$ cat src/rtl/i2s_rx_framer.sv
`default_nettype none
// ============================================================================
// Module      : i2s_rx_framer
// Description : I2S / left-justified serial receiver that frames WS slots,
//               pairs left/right words and flags slot-length violations.
// Revision    : 1.0 - initial release
// ============================================================================
module i2s_rx_framer #(
    parameter int DATA_WIDTH     = 8,
    parameter int SLOT_WIDTH     = 16,
    parameter bit LEFT_JUSTIFIED = 1'b0,
    parameter bit WS_LEFT_LEVEL  = 1'b0
) (
    input  logic                  clk,
    input  logic                  reset,
    input  logic                  bit_en,
    input  logic                  ws,
    input  logic                  data_in,
    output logic [DATA_WIDTH-1:0] left_data,
    output logic [DATA_WIDTH-1:0] right_data,
    output logic                  sample_valid,
    output logic                  frame_error
);

    localparam int                 c_cnt_w    = $clog2(SLOT_WIDTH + 1);
    localparam logic [c_cnt_w-1:0] c_slot_max = c_cnt_w'(SLOT_WIDTH);
    // Counter value on the instant that carries the word's LSB.
    localparam logic [c_cnt_w-1:0] c_last_bit = LEFT_JUSTIFIED ? c_cnt_w'(DATA_WIDTH - 1)
                                                               : c_cnt_w'(DATA_WIDTH);

    typedef enum logic [1:0] {
        ST_SYNC  = 2'd0,
        ST_DELAY = 2'd1,
        ST_SHIFT = 2'd2,
        ST_SKIP  = 2'd3
    } state_t;

    state_t                  state_q, state_d;
    logic                    primed_q, primed_d;
    logic                    ws_prev_q, ws_prev_d;
    logic                    chan_left_q, chan_left_d;
    logic [c_cnt_w-1:0]      cnt_q, cnt_d;
    logic [DATA_WIDTH-1:0]   shift_q, shift_d;
    logic [DATA_WIDTH-1:0]   pend_q, pend_d;
    logic                    pend_valid_q, pend_valid_d;
    logic [DATA_WIDTH-1:0]   left_q, left_d;
    logic [DATA_WIDTH-1:0]   right_q, right_d;
    logic                    sample_valid_q, sample_valid_d;
    logic                    frame_error_q, frame_error_d;

    logic                    ws_edge;
    logic                    captured;
    logic [c_cnt_w-1:0]      cnt_inc;

    always_ff @(posedge clk) begin
        if (reset) begin
            state_q        <= ST_SYNC;
            primed_q       <= 1'b0;
            ws_prev_q      <= 1'b0;
            chan_left_q    <= 1'b0;
            cnt_q          <= '0;
            shift_q        <= '0;
            pend_q         <= '0;
            pend_valid_q   <= 1'b0;
            left_q         <= '0;
            right_q        <= '0;
            sample_valid_q <= 1'b0;
            frame_error_q  <= 1'b0;
        end else begin
            state_q        <= state_d;
            primed_q       <= primed_d;
            ws_prev_q      <= ws_prev_d;
            chan_left_q    <= chan_left_d;
            cnt_q          <= cnt_d;
            shift_q        <= shift_d;
            pend_q         <= pend_d;
            pend_valid_q   <= pend_valid_d;
            left_q         <= left_d;
            right_q        <= right_d;
            sample_valid_q <= sample_valid_d;
            frame_error_q  <= frame_error_d;
        end
    end

    always_comb begin
        state_d        = state_q;
        primed_d       = primed_q;
        ws_prev_d      = ws_prev_q;
        chan_left_d    = chan_left_q;
        cnt_d          = cnt_q;
        shift_d        = shift_q;
        pend_d         = pend_q;
        pend_valid_d   = pend_valid_q;
        left_d         = left_q;
        right_d        = right_q;
        sample_valid_d = 1'b0;
        frame_error_d  = 1'b0;
        ws_edge        = 1'b0;
        captured       = 1'b0;
        cnt_inc        = (cnt_q == c_slot_max) ? cnt_q : cnt_q + c_cnt_w'(1);

        if (bit_en) begin
            primed_d  = 1'b1;
            ws_prev_d = ws;
            ws_edge   = primed_q && (ws != ws_prev_q);

            if (ws_edge) begin
                cnt_d       = '0;
                chan_left_d = (ws == WS_LEFT_LEVEL);
                if (state_q == ST_DELAY || state_q == ST_SHIFT) begin
                    frame_error_d = 1'b1;
                end
                if (LEFT_JUSTIFIED) begin
                    shift_d  = DATA_WIDTH'(data_in);
                    captured = 1'b1;
                    state_d  = ST_SHIFT;
                end else begin
                    // The bit sampled on the edge still belongs to the previous slot.
                    shift_d = '0;
                    state_d = ST_DELAY;
                end
            end else begin
                cnt_d = cnt_inc;
                if (state_q == ST_DELAY || state_q == ST_SHIFT) begin
                    shift_d  = DATA_WIDTH'({shift_q, data_in});
                    captured = 1'b1;
                    state_d  = ST_SHIFT;
                end
            end

            if (captured && cnt_d == c_last_bit) begin
                state_d = ST_SKIP;
                if (chan_left_d) begin
                    pend_d       = shift_d;
                    pend_valid_d = 1'b1;
                end else if (pend_valid_q && !frame_error_d) begin
                    left_d         = pend_q;
                    right_d        = shift_d;
                    sample_valid_d = 1'b1;
                    pend_valid_d   = 1'b0;
                end
            end

            // Over-long slot overrides any completion on the same instant.
            if (!ws_edge && state_q != ST_SYNC && cnt_inc == c_slot_max) begin
                frame_error_d  = 1'b1;
                sample_valid_d = 1'b0;
                left_d         = left_q;
                right_d        = right_q;
                pend_valid_d   = 1'b0;
                state_d        = ST_SYNC;
            end
        end
    end

    assign left_data    = left_q;
    assign right_data   = right_q;
    assign sample_valid = sample_valid_q;
    assign frame_error  = frame_error_q;

endmodule
`default_nettype wire

$ cat config.mk
export PLATFORM = sky130hd
export DESIGN_NAME = i2s_rx_framer
export DESIGN_NICKNAME = d
export VERILOG_FILES = /design/src/rtl/i2s_rx_framer.sv
export SDC_FILE = /design/constraint.sdc
export NUM_CORES = 1
export LEC_CHECK = 0
export BUFFER_PORTS_ARGS = -buffer_cell sky130_fd_sc_hd__buf_2
export CORE_UTILIZATION = 35
export CTS_BUF_LIST = sky130_fd_sc_hd__clkbuf_16
export CTS_CLUSTER_DIAMETER = 30
export DETAILED_ROUTE_END_ITERATION = 16
export GPL_TIMING_DRIVEN = 0
export PLACE_DENSITY_LB_ADDON = 0.15
export SYNTH_ARGS = -nofsm -noshare
export SYNTH_HDL_FRONTEND = slang
export SYNTH_SLANG_ARGS = --single-unit
$ cat constraint.sdc
create_clock -name clk -period 4.25 [get_ports clk]
set_input_delay 0.6375 -clock clk [delete_from_list [all_inputs] [get_ports clk]]
set_output_delay 0.6375 -clock clk [all_outputs]
set_load 0.05 [all_outputs]
==> reports/summary.json <==
{
  "outcome": {
    "status": "finished, final reports clean"
  },
  "pwr": {
    "total_power_uw": 939,
    "power_dens_cells_nw_per_um2": 391,
    "ir_drop_mv": 0.218,
    "leakagePower_uw": 0.000940
  },
  "sta": {
    "report.final.slew_viol_count": 0,
    "fin_worst_hold_slack_ps": 486,
    "final_period_minus_worst_setup_slack_ps": 2360,
    "maxClockFrequency_mhz": 424,
    "worst_slew_pin_tran_ps": 642,
    "rsz0062_at_grt": "false",
    "timing.max_slew.rel_slack_pct": 57.2,
    "fin_crit_sh_pct": 55.5,
    "final-hold-violation-count": 0,
    "finalSetupViolations": 0,
    "timing.clock.skew_ps": 2.44,
    "final.setup.tns_ps": 0
  },
  "layout": {
    "antenna_diode_count": 0,
    "layout.nets": 251,
    "filler_cell_count": 580,
    "multi_input_area_um2": 1050,
    "layout.area.seq_um2": 901,
    "synth_to_final_area_change_pct": 17.2,
    "finish.cell_count_without_fillers": 316,
    "layout-drive-gt1-share_pct": 15.6
  },
  "drt": {
    "wirelength_mm": 4.21,
    "drt_pass1_iterations": 4,
    "routedWlPerCell_um": 13.3,
    "viasPerCell": 4.83,
    "drc": 0,
    "number_of_drc_markers_in_iteration_0": 48,
    "postRouteAntennaNets": 0,
    "vias": 1527
  },
  "clocking": {
    "cts_tree": "done",
    "postCtsSetupBuffers": 0,
    "cts.hold.buffers_added": 0,
    "post_cts_resize_count": 0,
    "htree_levels": 2,
    "clockBufferDepth": 2,
    "cts.clk_slew.worst_paths_ps": 60,
    "cts.root.buffer_cell": "sky130_fd_sc_hd__clkbuf_16",
    "cts.sink_count": 45,
    "tritoncts.num_buffers": 5,
    "worst_skew_pair.late_latency_ps": 280
  },
  "setup_path": {
    "cp-end-kind": "register",
    "critical_path_class": "reg -> reg",
    "timing.critical_path.fanout_max": 10,
    "start_kind": "register",
    "critical_path_required_ps": 4400,
    "r2r-start": "cnt_q[0]",
    "setup.worst_path.start": "cnt_q[0]",
    "cp_data_arrival_time_ps": 2510,
    "cpPeakStageDelay_ps": 400,
    "slowest_stage": "sky130_fd_sc_hd__dfxtp_1",
    "critical_path.cell_chain": "inv_1 -> ha_1 -> and4bb_4 -> xnor2_2 -> nand4_4 -> nor4_2 -> buf_6 -> buf_12 -> mux2i_1 -> nor2_1"
  },
  "yosys": {
    "synth_async_sr_flop_share_pct": 0,
    "syn-num-nets": 224,
    "post_synth_instance_area_um2": 2050,
    "postSynthCellCount": 216,
    "synthFlopType": "sky130_fd_sc_hd__dfxtp_1",
    "yosys_top_cell_by_area": "sky130_fd_sc_hd__dfxtp_1",
    "total_number_of_yosys_warnings": 0,
    "yosysSeqAreaShare_pct": 44.0,
    "synth_area_per_cell_um2": 9.48,
    "postSynthRegisterBits": 45,
    "count_of_flip_flops_with_a_built_in_enable_after_synthesis": 0,
    "ys_types": 37,
    "synth.top_cell.area_share_pct": 44.0,
    "synth.top_cells.by_area": "sky130_fd_sc_hd__dfxtp_1 44%, sky130_fd_sc_hd__mux2i_1 21%, sky130_fd_sc_hd__nor2_1 9.5%, sky130_fd_sc_hd__ha_1 1.8%, sky130_fd_sc_hd__a21oi_1 1.7%"
  },
  "global_route": {
    "grt-ovfl-total": 0,
    "track_usage_pct": 15.5,
    "antenna_found_initial": 0,
    "grt_max_degree": 14,
    "first_global_vias": 1480,
    "grt_first_pass_wirelength_mm": 7.26
  },
  "placed_design": {
    "cell_total_after_placement": 308,
    "gpl.final_weighted_congestion": 0.776,
    "post-dp-hpwl_mm": 2.90,
    "port_buffers": 20
  },
  "min_path": {
    "min-delay-path-class": "reg -> reg",
    "worst_hold_launch": "right_data[1]"
  },
  "floorplanning": {
    "io_pins": 23,
    "core_area_um2": 5570,
    "initial_utilization_pct": 36.7,
    "design.die.area_um2": 6160,
    "rows": 27,
    "die_h_um": 78.5,
    "floorplan.die.width_um": 78.5
  },
  "job": {
    "max_cap_violations": 0
  }
}
==> per-stage QoR <==
stage | instance area [µm²] | setup slack (ps) | utilization (%)
floorplan | 2050 | 2100 | -
global placement | 2240 | 1730 | 40.2
detailed placement | 2240 | 1790 | 40.2
CTS | 2400 | 1860 | 43.1
global route | 2400 | 1660 | 43.1
finish | 2400 | 1890 | 43.1
==> flip-flops by register name, summed over array words and instances (netlist names) <==
name / count
pend_valid_q: 1
shift_q: 8
chan_left_q: 1
ws_prev_q: 1
primed_q: 1
pend_q: 8
left_data: 8
state_q: 2
right_data: 8
frame_error: 1
cnt_q: 5
sample_valid: 1
==> layout by cell type, fill, tap and decap left out, drive strengths merged <==
master,n
ha,3
buf,24
nand2b,2
nor2,52
nand2,8
nor4,2
nor2b,3
nand4,1
nand3b,1
a211oi,2
clkinv,1
o21a,1
mux2i,42
a311o,1
and4bb,1
xnor2,2
clkbuf,13
a31oi,1
or2b,1
a22oi,1
nor3b,1
and2,3
nand3,5
dfxtp,45
a311oi,2
nor3,3
inv,7
o21ai,4
a21boi,2
bufinv,1
a21oi,7
xor2,2
==> routing by layer <==
layer | track usage (%) | vias up | wire length, µm
li1 | - | 788 | -
met1 | 19.5 | 709 | 2030
met2 | 25.4 | 24 | 1980
met3 | 3.60 | 6 | 139
met4 | 6.11 | 0 | 61
met5 | 0 | - | 0
==> cell families after synthesis <==
group           Yosys count  synth area share [%]
mux                      42                  20.5
fa+ha+maj                 3                  1.83
buf+inv                  18                  4.52
xor+xnor                  4                  2.44
flops                    45                  44.0
simple gates             83                  19.9
compound gates           21                  6.78
==> cells in the mapped netlist, types with 2 or more instances <==
| cell | number |
|---|---|
| sky130_fd_sc_hd__o21ai_0 | 4 |
| sky130_fd_sc_hd__dfxtp_1 | 45 |
| sky130_fd_sc_hd__a21oi_1 | 7 |
| sky130_fd_sc_hd__inv_1 | 6 |
| sky130_fd_sc_hd__xnor2_2 | 2 |
| sky130_fd_sc_hd__ha_1 | 3 |
| sky130_fd_sc_hd__nand2_1 | 8 |
| sky130_fd_sc_hd__nor2_1 | 52 |
| sky130_fd_sc_hd__a21boi_0 | 2 |
| sky130_fd_sc_hd__and2_2 | 2 |
| sky130_fd_sc_hd__nand3_1 | 5 |
| sky130_fd_sc_hd__nor2b_1 | 3 |
| sky130_fd_sc_hd__nand2b_1 | 2 |
| sky130_fd_sc_hd__mux2i_1 | 42 |
| sky130_fd_sc_hd__nor3_1 | 2 |
| sky130_fd_sc_hd__a311oi_1 | 2 |
| sky130_fd_sc_hd__xor2_1 | 2 |
| sky130_fd_sc_hd__clkbuf_1 | 8 |
==> where the power goes <==
group,leakage [µW],switching [µW],internal [µW]
combinational,0.000494,50.7,27.3
sequential,0.000363,4.67,427
clock,0.0000826,156,273
total,0.000940,211,728
==> critical path, delay by kind of cell, from the launching register on <==
kind / cells / cell delay (ps)
muxes: 1 / 180
buffers and inverters: 3 / 490
xor gates and xnor gates: 1 / 180
DFF: 1 / 400
adders and majority gates: 1 / 220
and+or+nand+nor: 4 / 750
==> area by class of cell <==
class                           instances  share of cell area, %
Clock buffer                            5                   5.21
Buffer                                 12                   2.92
Multi-Input combinational cell        153                   43.9
Clock inverter                          3                   1.56
Inverter                                6                  0.938
Sequential cell                        45                   37.5
Timing Repair Buffer                   20                   4.17
Tap cell                               72                   3.75
==> path summary, 6_finish.rpt <==
| path | cells after the start | slack (ps) | to |
|---|---|---|---|
| worst max-delay path | 10 | 1890 | left_data[5] |
| worst min register to register | 2 | 490 | right_data[1] |
| worst min-delay path | 2 | 490 | right_data[1] |
| worst max register to register | 10 | 1890 | left_data[5] |
(Power assumes the default switching activity.)
